File: config.mk
export PLATFORM = sky130hd
export DESIGN_NAME = pipeline_hazard_ctrl
export DESIGN_NICKNAME = d
export VERILOG_FILES = /design/src/rtl/pipeline_pkg.sv /design/src/rtl/hazard_detect.sv /design/src/rtl/pipeline_hazard_ctrl.sv
export SDC_FILE = /design/constraint.sdc
export NUM_CORES = 1
export LEC_CHECK = 0
export ABC_AREA = 0
export CAP_MARGIN = 20
export CORE_MARGIN = 2
export CORE_UTILIZATION = 50
export CTS_CLUSTER_DIAMETER = 120
export DETAILED_ROUTE_END_ITERATION = 12
export DONT_BUFFER_PORTS = 1
export HOLD_SLACK_MARGIN = 0.1
export PLACE_DENSITY = 0.7
export SETUP_SLACK_MARGIN = 0.02
export SLEW_MARGIN = 20
export SYNTH_ARGS = -nofsm -noshare
export SYNTH_HDL_FRONTEND = slang
export SYNTH_SLANG_ARGS = --single-unit
export TNS_END_PERCENT = 50
File: constraint.sdc
create_clock -name clk -period 2.65 [get_ports clk]
set_input_delay 0.53 -clock clk [delete_from_list [all_inputs] [get_ports clk]]
set_output_delay 0.53 -clock clk [all_outputs]
set_load 0.02 [all_outputs]
File: src/rtl/pipeline_pkg.sv
// Shared definitions for the 5-stage pipeline control blocks.
// Holds the hazard sequencer state encoding and the register-index width.
package pipeline_pkg;

   localparam int REG_W = 5;

   typedef enum logic [1:0] {
      RUN      = 2'd0,
      MEM_WAIT = 2'd1,
      MEM_ERR  = 2'd2
   } ctrlState_t;

endpackage

File: src/rtl/hazard_detect.sv
// Load-use hazard detector: an ID instruction reads the destination of a load in EX.
// Kept separate so the forwarding unit can share the same comparison.
module hazard_detect
   import pipeline_pkg::*;
(
   input  logic             MemRead_EX,
   input  logic [REG_W-1:0] WriteReg_EX,
   input  logic [REG_W-1:0] Rs_ID,
   input  logic [REG_W-1:0] Rt_ID,
   input  logic             UsesRt_ID,
   output logic             loadUse
);

   logic rsMatch;
   logic rtMatch;

   // Register zero is hard-wired, so a load targeting it never creates a dependency.
   assign rsMatch = (WriteReg_EX == Rs_ID);
   assign rtMatch = UsesRt_ID && (WriteReg_EX == Rt_ID);
   assign loadUse = MemRead_EX && (WriteReg_EX != '0) && (rsMatch || rtMatch);

endmodule

File: src/rtl/pipeline_hazard_ctrl.sv
// Central stall/flush sequencer: load-use bubbles, branch flushes and data-memory
// wait freezes with a timeout, plus a saturating stall-cycle counter.
module pipeline_hazard_ctrl
   import pipeline_pkg::*;
#(
   parameter int MEM_TIMEOUT = 16,
   parameter int CNT_W       = 32
)(
   input  logic             clk,
   input  logic             reset,
   input  logic             MemRead_EX,
   input  logic [REG_W-1:0] WriteReg_EX,
   input  logic [REG_W-1:0] Rs_ID,
   input  logic [REG_W-1:0] Rt_ID,
   input  logic             UsesRt_ID,
   input  logic             BranchTaken_EX,
   input  logic             MemReq_MEM,
   input  logic             mem_ack,
   output logic             pc_en,
   output logic             en_IF_ID,
   output logic             flush_IF_ID,
   output logic             en_ID_EX,
   output logic             flush_ID_EX,
   output logic             en_EX_MEM,
   output logic             flush_MEM_WB,
   output logic             mem_error,
   output logic [CNT_W-1:0] stall_count
);

   localparam logic [7:0]       TIMEOUT_CNT = 8'(MEM_TIMEOUT);
   localparam logic [CNT_W-1:0] CNT_MAX     = {CNT_W{1'b1}};

   ctrlState_t state;
   logic [7:0] waitCnt;
   logic       loadUse;
   logic       memWait;
   logic       freeze;

   hazard_detect uHazardDetect (
      .MemRead_EX  (MemRead_EX),
      .WriteReg_EX (WriteReg_EX),
      .Rs_ID       (Rs_ID),
      .Rt_ID       (Rt_ID),
      .UsesRt_ID   (UsesRt_ID),
      .loadUse     (loadUse)
   );

   assign memWait = MemReq_MEM && !mem_ack;

   // Output equations. While reset is held the outputs show the idle RUN
   // pattern regardless of inputs. A freeze (memory wait or error) beats a
   // branch flush, which beats a load-use bubble, since a taken branch kills
   // the dependent wrong-path instruction anyway.
   always_comb begin
      freeze       = 1'b0;
      pc_en        = 1'b1;
      en_IF_ID     = 1'b1;
      flush_IF_ID  = 1'b0;
      en_ID_EX     = 1'b1;
      flush_ID_EX  = 1'b0;
      en_EX_MEM    = 1'b1;
      flush_MEM_WB = 1'b0;
      if (reset) begin
         case (state)
            RUN:      freeze = memWait;
            MEM_WAIT: freeze = !mem_ack;
            MEM_ERR:  freeze = 1'b1;
            default:  freeze = 1'b0;
         endcase
         if (freeze) begin
            pc_en        = 1'b0;
            en_IF_ID     = 1'b0;
            en_ID_EX     = 1'b0;
            en_EX_MEM    = 1'b0;
            flush_MEM_WB = 1'b1;
         end else if (BranchTaken_EX) begin
            flush_IF_ID = 1'b1;
            flush_ID_EX = 1'b1;
         end else if (loadUse) begin
            pc_en       = 1'b0;
            en_IF_ID    = 1'b0;
            flush_ID_EX = 1'b1;
         end
      end
   end

   // Memory-wait sequencer. waitCnt counts frozen cycles of the current access;
   // an access still unacknowledged after MEM_TIMEOUT waits is declared dead and
   // the pipeline parks in MEM_ERR until reset.
   always_ff @(posedge clk or negedge reset) begin
      if (!reset) begin
         state     <= RUN;
         waitCnt   <= '0;
         mem_error <= 1'b0;
      end else begin
         case (state)
            RUN: begin
               if (memWait) begin
                  state   <= MEM_WAIT;
                  waitCnt <= 8'd1;
               end
            end
            MEM_WAIT: begin
               if (mem_ack) begin
                  state   <= RUN;
                  waitCnt <= '0;
               end else if (waitCnt == TIMEOUT_CNT) begin
                  state     <= MEM_ERR;
                  mem_error <= 1'b1;
               end else begin
                  waitCnt <= waitCnt + 8'd1;
               end
            end
            MEM_ERR: begin
               mem_error <= 1'b1;
            end
            default: begin
               state   <= RUN;
               waitCnt <= '0;
            end
         endcase
      end
   end

   // Any cycle the PC is held counts as a stall; branch flushes keep the PC moving.
   always_ff @(posedge clk or negedge reset) begin
      if (!reset) begin
         stall_count <= '0;
      end else if (!pc_en && (stall_count != CNT_MAX)) begin
         stall_count <= stall_count + CNT_W'(1);
      end
   end

endmodule

==> results.json, run 1 <==
{
  "required_ns": 2.12,
  "critPathLaunchType": "primary input",
  "slowest_stage": "o41ai_4",
  "ir_drop_mv": 0.366,
  "placed_area_mm2": 0.00257,
  "grt_start_max_net_pins": 44,
  "vias_per_cell": 5.86,
  "clkLatencyLatePin_ns": 0.30,
  "slowest_delay_ns": 0.42,
  "dr.first_iter.drc_count": 210,
  "route.detailed.drc": 0,
  "min_path_type": "in2reg",
  "grt_pass1_vias": 1801,
  "post-place-ws_ns": 0.195,
  "cts_sinks": 43,
  "cp_data_arrival_time_ns": 1.94,
  "yosysSeqAreaShare_pct": 45.3,
  "clkTransAtPathRegs_ns": 0.08,
  "antenna_found_initial": 0,
  "hpwlAfterDp_um": 3570,
  "post-route-period-util_pct": 93.0,
  "path_delay_family": "compound AO/OA/AOI/OAI gates",
  "synth-seq-cells": 43,
  "rsz0062_at_grt": "no",
  "slew_headroom_pct": 64.0,
  "start_util_pct": 51.0,
  "rows": 25,
  "reg2reg_from": "stall_count[15]",
  "gp_congestion": 0.788,
  "power_per_cell_area_mw_per_mm2": 597,
  "numCtsBuffers": 5,
  "yosysWarnings": 0,
  "area_growth_pct": 15.1,
  "path_class": "in2out",
  "clockBufferDepth": 2,
  "dr.pass1.iters": 4,
  "fin_setup_tns_ns": 0,
  "final_antenna_net_count": 0,
  "power_leakage_nw": 1.19,
  "crit_fanout": 22,
  "status": "complete, no violations",
  "final_cell_mix": "dfrtp_1, xnor2_1, nand3_1, buf_4, nor2_1",
  "coreArea_mm2": 0.00466,
  "dr_total_vias": 1888,
  "whs_ns": 0.305,
  "synthFlopType": "dfrtp_1",
  "cts_root_buf": "clkbuf_8",
  "die_area_mm2": 0.00532,
  "finClkSkew_ns": 0.00700,
  "wl_um": 4980,
  "end_kind": "output pin",
  "cts_tree": "done",
  "tightest_slew_ns": 0.536,
  "path_buf_inv": 2,
  "io_pins": 62,
  "wl_per_cell_um": 15.5,
  "die_h_um": 72.9,
  "netlist_area_mm2": 0.00238,
  "n_antenna_cell": 0,
  "syn_inst": 244,
  "path_cells": "xor2_1, nor4_1, a32oi_1, o41ai_4, buf_12, inv_2",
  "design_area_mm2": 0.00274,
  "period_needed_ns": 2.47,
  "path_depth": 6,
  "setup-violations-final": 0,
  "drive_gt1_share_pct": 15.3,
  "die_w_um": 72.9,
  "htree_levels": 2,
  "reg2reg_slack_ns": 0.24,
  "slew_viol_final": 0,
  "reg2reg_to": "stall_count[10]",
  "cap_violations": 0,
  "ys_types": 42,
  "overflow": 0,
  "synthArstFlopShare_pct": 100,
  "cts_setup_buffers": 0,
  "avgSynthCellArea_um2": 9.74,
  "max_freq_mhz": 406,
  "synth-edff-count": 0,
  "min_path_cells": 1,
  "setup_ws_ns": 0.185,
  "grt_use_total_pct": 20.2,
  "hold_viol": 0,
  "grt_pass1_wl_um": 8220,
  "reg2reg_depth": 7,
  "hold_path_end": "state[0]",
  "nets": 292,
  "mostFrequentLayoutCell": "dfrtp_1",
  "port_buffers": 0,
  "syn_nets": 269,
  "min_from": "mem_ack"
}
-- sequential cells by signal, indices dropped and copies added, names as in the netlist --
register     count
waitCnt          8
stall_count     32
mem_error        1
state            2
-- report_power, final --
group	switching [mW]	internal, mW	leakage, nW
combinational	0.180	0.128	0.539
sequential	0.0255	0.697	0.583
clock	0.227	0.377	0.0654
-- worst max path at each step --
stage | to | slack, ns | from
CTS | pc_en | 0.19 | WriteReg_EX[2]
detailed placement | pc_en | 0.19 | WriteReg_EX[2]
floorplan | pc_en | 0.02 | WriteReg_EX[2]
global route | en_IF_ID | 0.04 | WriteReg_EX[2]
finish | pc_en | 0.18 | WriteReg_EX[2]
global placement | pc_en | 0.26 | WriteReg_EX[2]
-- cell families (layout without fill, tap and decap cells) --
group	Yosys count	count (layout)	synth area share [%]
xor+xnor	40	40	14.7
fa+ha+maj	3	3	1.58
compound gates	25	25	6.85
buf+inv	17	41	4.11
mux	3	3	1.53
simple gates	113	113	25.9
flops	43	43	45.3
-- cell type report --
type,count,area (µm²)
clock buffer,6,72.6
clock inverter,2,60.1
fill,400,1930
inverter,8,30.0
multi-input combinational,184,1210
sequential,43,1080
tap,54,67.6
timing repair buffer,25,215
-- synthesized netlist by cell type, types with 2 or more instances --
library cell,count,area share [%]
nor3_1,6,1.3
nand4_1,14,3.7
buf_6,3,1.4
buf_4,2,0.63
and2_1,2,0.53
and4_1,3,1.1
nand2_1,18,2.8
a31oi_1,2,0.53
ha_1,3,1.6
and3_1,11,2.9
o21ai_0,15,3.2
nand2b_1,2,0.53
xnor2_1,31,11
xor2_1,9,3.3
buf_2,3,0.63
dfrtp_1,43,45
nand3_1,23,4.8
inv_1,8,1.3
nand3b_1,3,0.95
nor2_1,21,3.3
-- stage by stage --
stage | power [mW] | std cells | util (%)
finish | 1.63 | 322 | 58.7
global route | 1.71 | 322 | 58.7
CTS | 1.65 | 322 | 58.7
detailed placement | 1.03 | 312 | 55.2
global placement | 1.02 | 312 | 55.2
floorplan | 0.926 | 244 | -
-- repair_timing --
item                       4_1_cts  5_1_grt
gates resized for setup          0        0
hold endpoints to repair        43        0
hold buffers                     2        0
setup endpoints to repair        0        0
-- metal layers --
metal | vias to the layer above | track usage [%] | wire, µm
li1 | 899 | - | -
met1 | 913 | 24.4 | 2190
met2 | 70 | 33.0 | 2380
met3 | 6 | 7.18 | 334
met4 | 0 | 7.41 | 86
met5 | - | 0 | 0
Power figures use the tool's default switching activity.
==> run 2, diff against run 1 <==
--- a/config.mk
+++ b/config.mk
@@ -13,7 +13,7 @@
 export DETAILED_ROUTE_END_ITERATION = 12
 export DONT_BUFFER_PORTS = 1
 export HOLD_SLACK_MARGIN = 0.1
-export PLACE_DENSITY = 0.7
+export PLACE_DENSITY = 0.67
 export SETUP_SLACK_MARGIN = 0.02
 export SLEW_MARGIN = 20
 export SYNTH_ARGS = -nofsm -noshare
==> constraint.sdc (replaced) <==
create_clock -name clk -period 2.3 [get_ports clk]
set_input_delay 0.46 -clock clk [delete_from_list [all_inputs] [get_ports clk]]
set_output_delay 0.46 -clock clk [all_outputs]
set_load 0.02 [all_outputs]
==> run 2 against run 1 <==
  * Flip-flop and latch count stayed put
  * Highest routed layer unchanged
  * Sequential share of layout area down 1.6 points
  * Sequential power grew 17%
  * Combinational power grew 25%
  * Hold slack worse by 0.063 ns
  * Critical path depth grew 1
  * Largest power group unchanged
  * Clock-buffer cell count is the same
==> results.json, run 2 (synthesized netlist as in run 1, its figures left out) <==
{
  "cts_sinks": 43,
  "crit_fanout": 4,
  "startpoint": "stall_count[1]",
  "reg2reg_to": "stall_count[1]",
  "nets": 308,
  "area_growth_pct": 21.8,
  "clkLatencyLatePin_ns": 0.30,
  "wl_per_cell_um": 15.3,
  "fill_cells": 391,
  "post-place-ws_ns": 0.0279,
  "reg2reg_slack_ns": 0.07,
  "largest_reg_flops": 32,
  "max_freq_mhz": 448,
  "gp_congestion": 0.742,
  "reg2reg_depth": 7,
  "dr.first_iter.drc_count": 172,
  "final_antenna_net_count": 0,
  "numCtsBuffers": 5,
  "grt_start_max_net_pins": 44,
  "coreArea_mm2": 0.00466,
  "wl_um": 5170,
  "clkTransAtPathRegs_ns": 0.08,
  "grt_pass1_wl_um": 8510,
  "whs_ns": 0.242,
  "ir_drop_mv": 0.492,
  "cts_root_buf": "clkbuf_8",
  "reg2reg_from": "stall_count[1]",
  "critPathLaunchType": "flop",
  "cts_tree": "done",
  "hpwlAfterDp_um": 3540,
  "tightest_slew_ns": 0.336,
  "n_antenna_cell": 0,
  "post-route-period-util_pct": 97.1,
  "path_class": "reg2reg",
  "final_cell_mix": "buf_4, xnor2_1, dfrtp_1, nand3_1, nor2_1",
  "io_pins": 62,
  "top_register": "stall_count",
  "slew_viol_final": 0,
  "end_kind": "flop",
  "clockBufferDepth": 2,
  "min_path_type": "in2reg",
  "cp_data_arrival_time_ns": 2.42,
  "finClkSkew_ns": 0.00486,
  "grt_use_total_pct": 20.7,
  "route.detailed.drc": 0,
  "die_area_mm2": 0.00532,
  "port_buffers": 0,
  "fin_util_pct": 62.1,
  "vias_per_cell": 5.64,
  "drive_gt1_share_pct": 27.1,
  "total_power_mw": 1.71,
  "fin_cells": 338,
  "htree_levels": 2,
  "largestRegisters": "stall_count x32, waitCnt x8, state x2",
  "start_util_pct": 51.0,
  "cap_violations": 0,
  "hold_viol": 0,
  "slew_headroom_pct": 77.0,
  "power_leakage_nw": 1.25,
  "required_ns": 2.49,
  "mostFrequentLayoutCell": "buf_4",
  "dp.cells": 324,
  "setup_ws_ns": 0.0675,
  "die_h_um": 72.9,
  "power_per_cell_area_mw_per_mm2": 590,
  "setup-violations-final": 0,
  "status": "complete, no violations",
  "dr.pass1.iters": 4,
  "grt_pass1_vias": 1844,
  "rows": 25,
  "dr_total_vias": 1906,
  "rsz0062_at_grt": "yes",
  "die_w_um": 72.9,
  "cp-endpoint": "stall_count[1]",
  "period_needed_ns": 2.23,
  "antenna_found_initial": 0,
  "overflow": 0
}
-- run 2: changes by cell type in the layout (fill, tap and decap cells not counted), sizes merged --
cell      change
clkinvlp      +1
bufinv        -2
buf          +15
clkinv        +1
clkbuf        +1
-- run 2: how the worst min path moves through the flow --
stage,slack [ns],cells after the start,end,start
detailed placement,0.17,0,waitCnt[7],reset
global placement,0.17,0,waitCnt[3],reset
CTS,0.24,1,state[0],mem_ack
finish,0.24,1,state[0],mem_ack
global route,0.24,1,state[0],mem_ack
floorplan,0.16,0,mem_error,reset
-- run 2: metrics by stage --
stage | setup TNS (ns) | cell area, µm²
3_5_place_dp | 0 | 2710
6_report | 0 | 2890
5_1_grt | -0.00774 | 2890
2_1_floorplan | -0.209 | 2430
3_3_place_gp | 0 | 2710
4_1_cts | 0 | 2830
-- run 2: cell type report --
class                   count  area (µm²)  share of cell area (%)
inverters                   8        32.5                    1.12
multi-input cells         184        1250                    43.4
well taps                  54        67.6                    2.33
flip-flops and latches     43        1090                    37.8
repair buffers             41         360                    12.5
clock buffers               6        72.6                    2.51
clock inverters             2        12.5                   0.432
-- run 2: what timing repair did --
action | CTS | global route
hold buffers | 2 | 0
endpoints found under the setup margin | 0 | 31
setup buffers | 0 | 3
gates resized for setup | 0 | 4
hold endpoints to repair | 43 | 0
-- run 2: power breakdown --
group	leakage, nW	total [mW]	internal, mW	switching, mW
Combinational	0.643	0.386	0.173	0.213
Sequential	0.561	0.847	0.810	0.0372
Clock	0.0412	0.475	0.212	0.263
-- run 2: worst max-delay path, cell delays in order, from the launching register on --
cell	delay (ns)
dfrtp_2	0.39
ha_4	0.13
and2_4	0.17
nand4_4	0.10
or4_4	0.55
or3_4	0.39
nand2_4	0.10
mux2_4	0.29
-- run 2: per-layer routing --
metal  vias up  part of all wire [%]  wire (µm)  GRT usage (%)
met5         -                     0          0              0
met1       919                    47       2420           28.2
met4         0                   1.1         58           7.00
met2        49                    47       2430           32.6
li1        932                     -          -              -
met3         6                   5.1        261           4.56
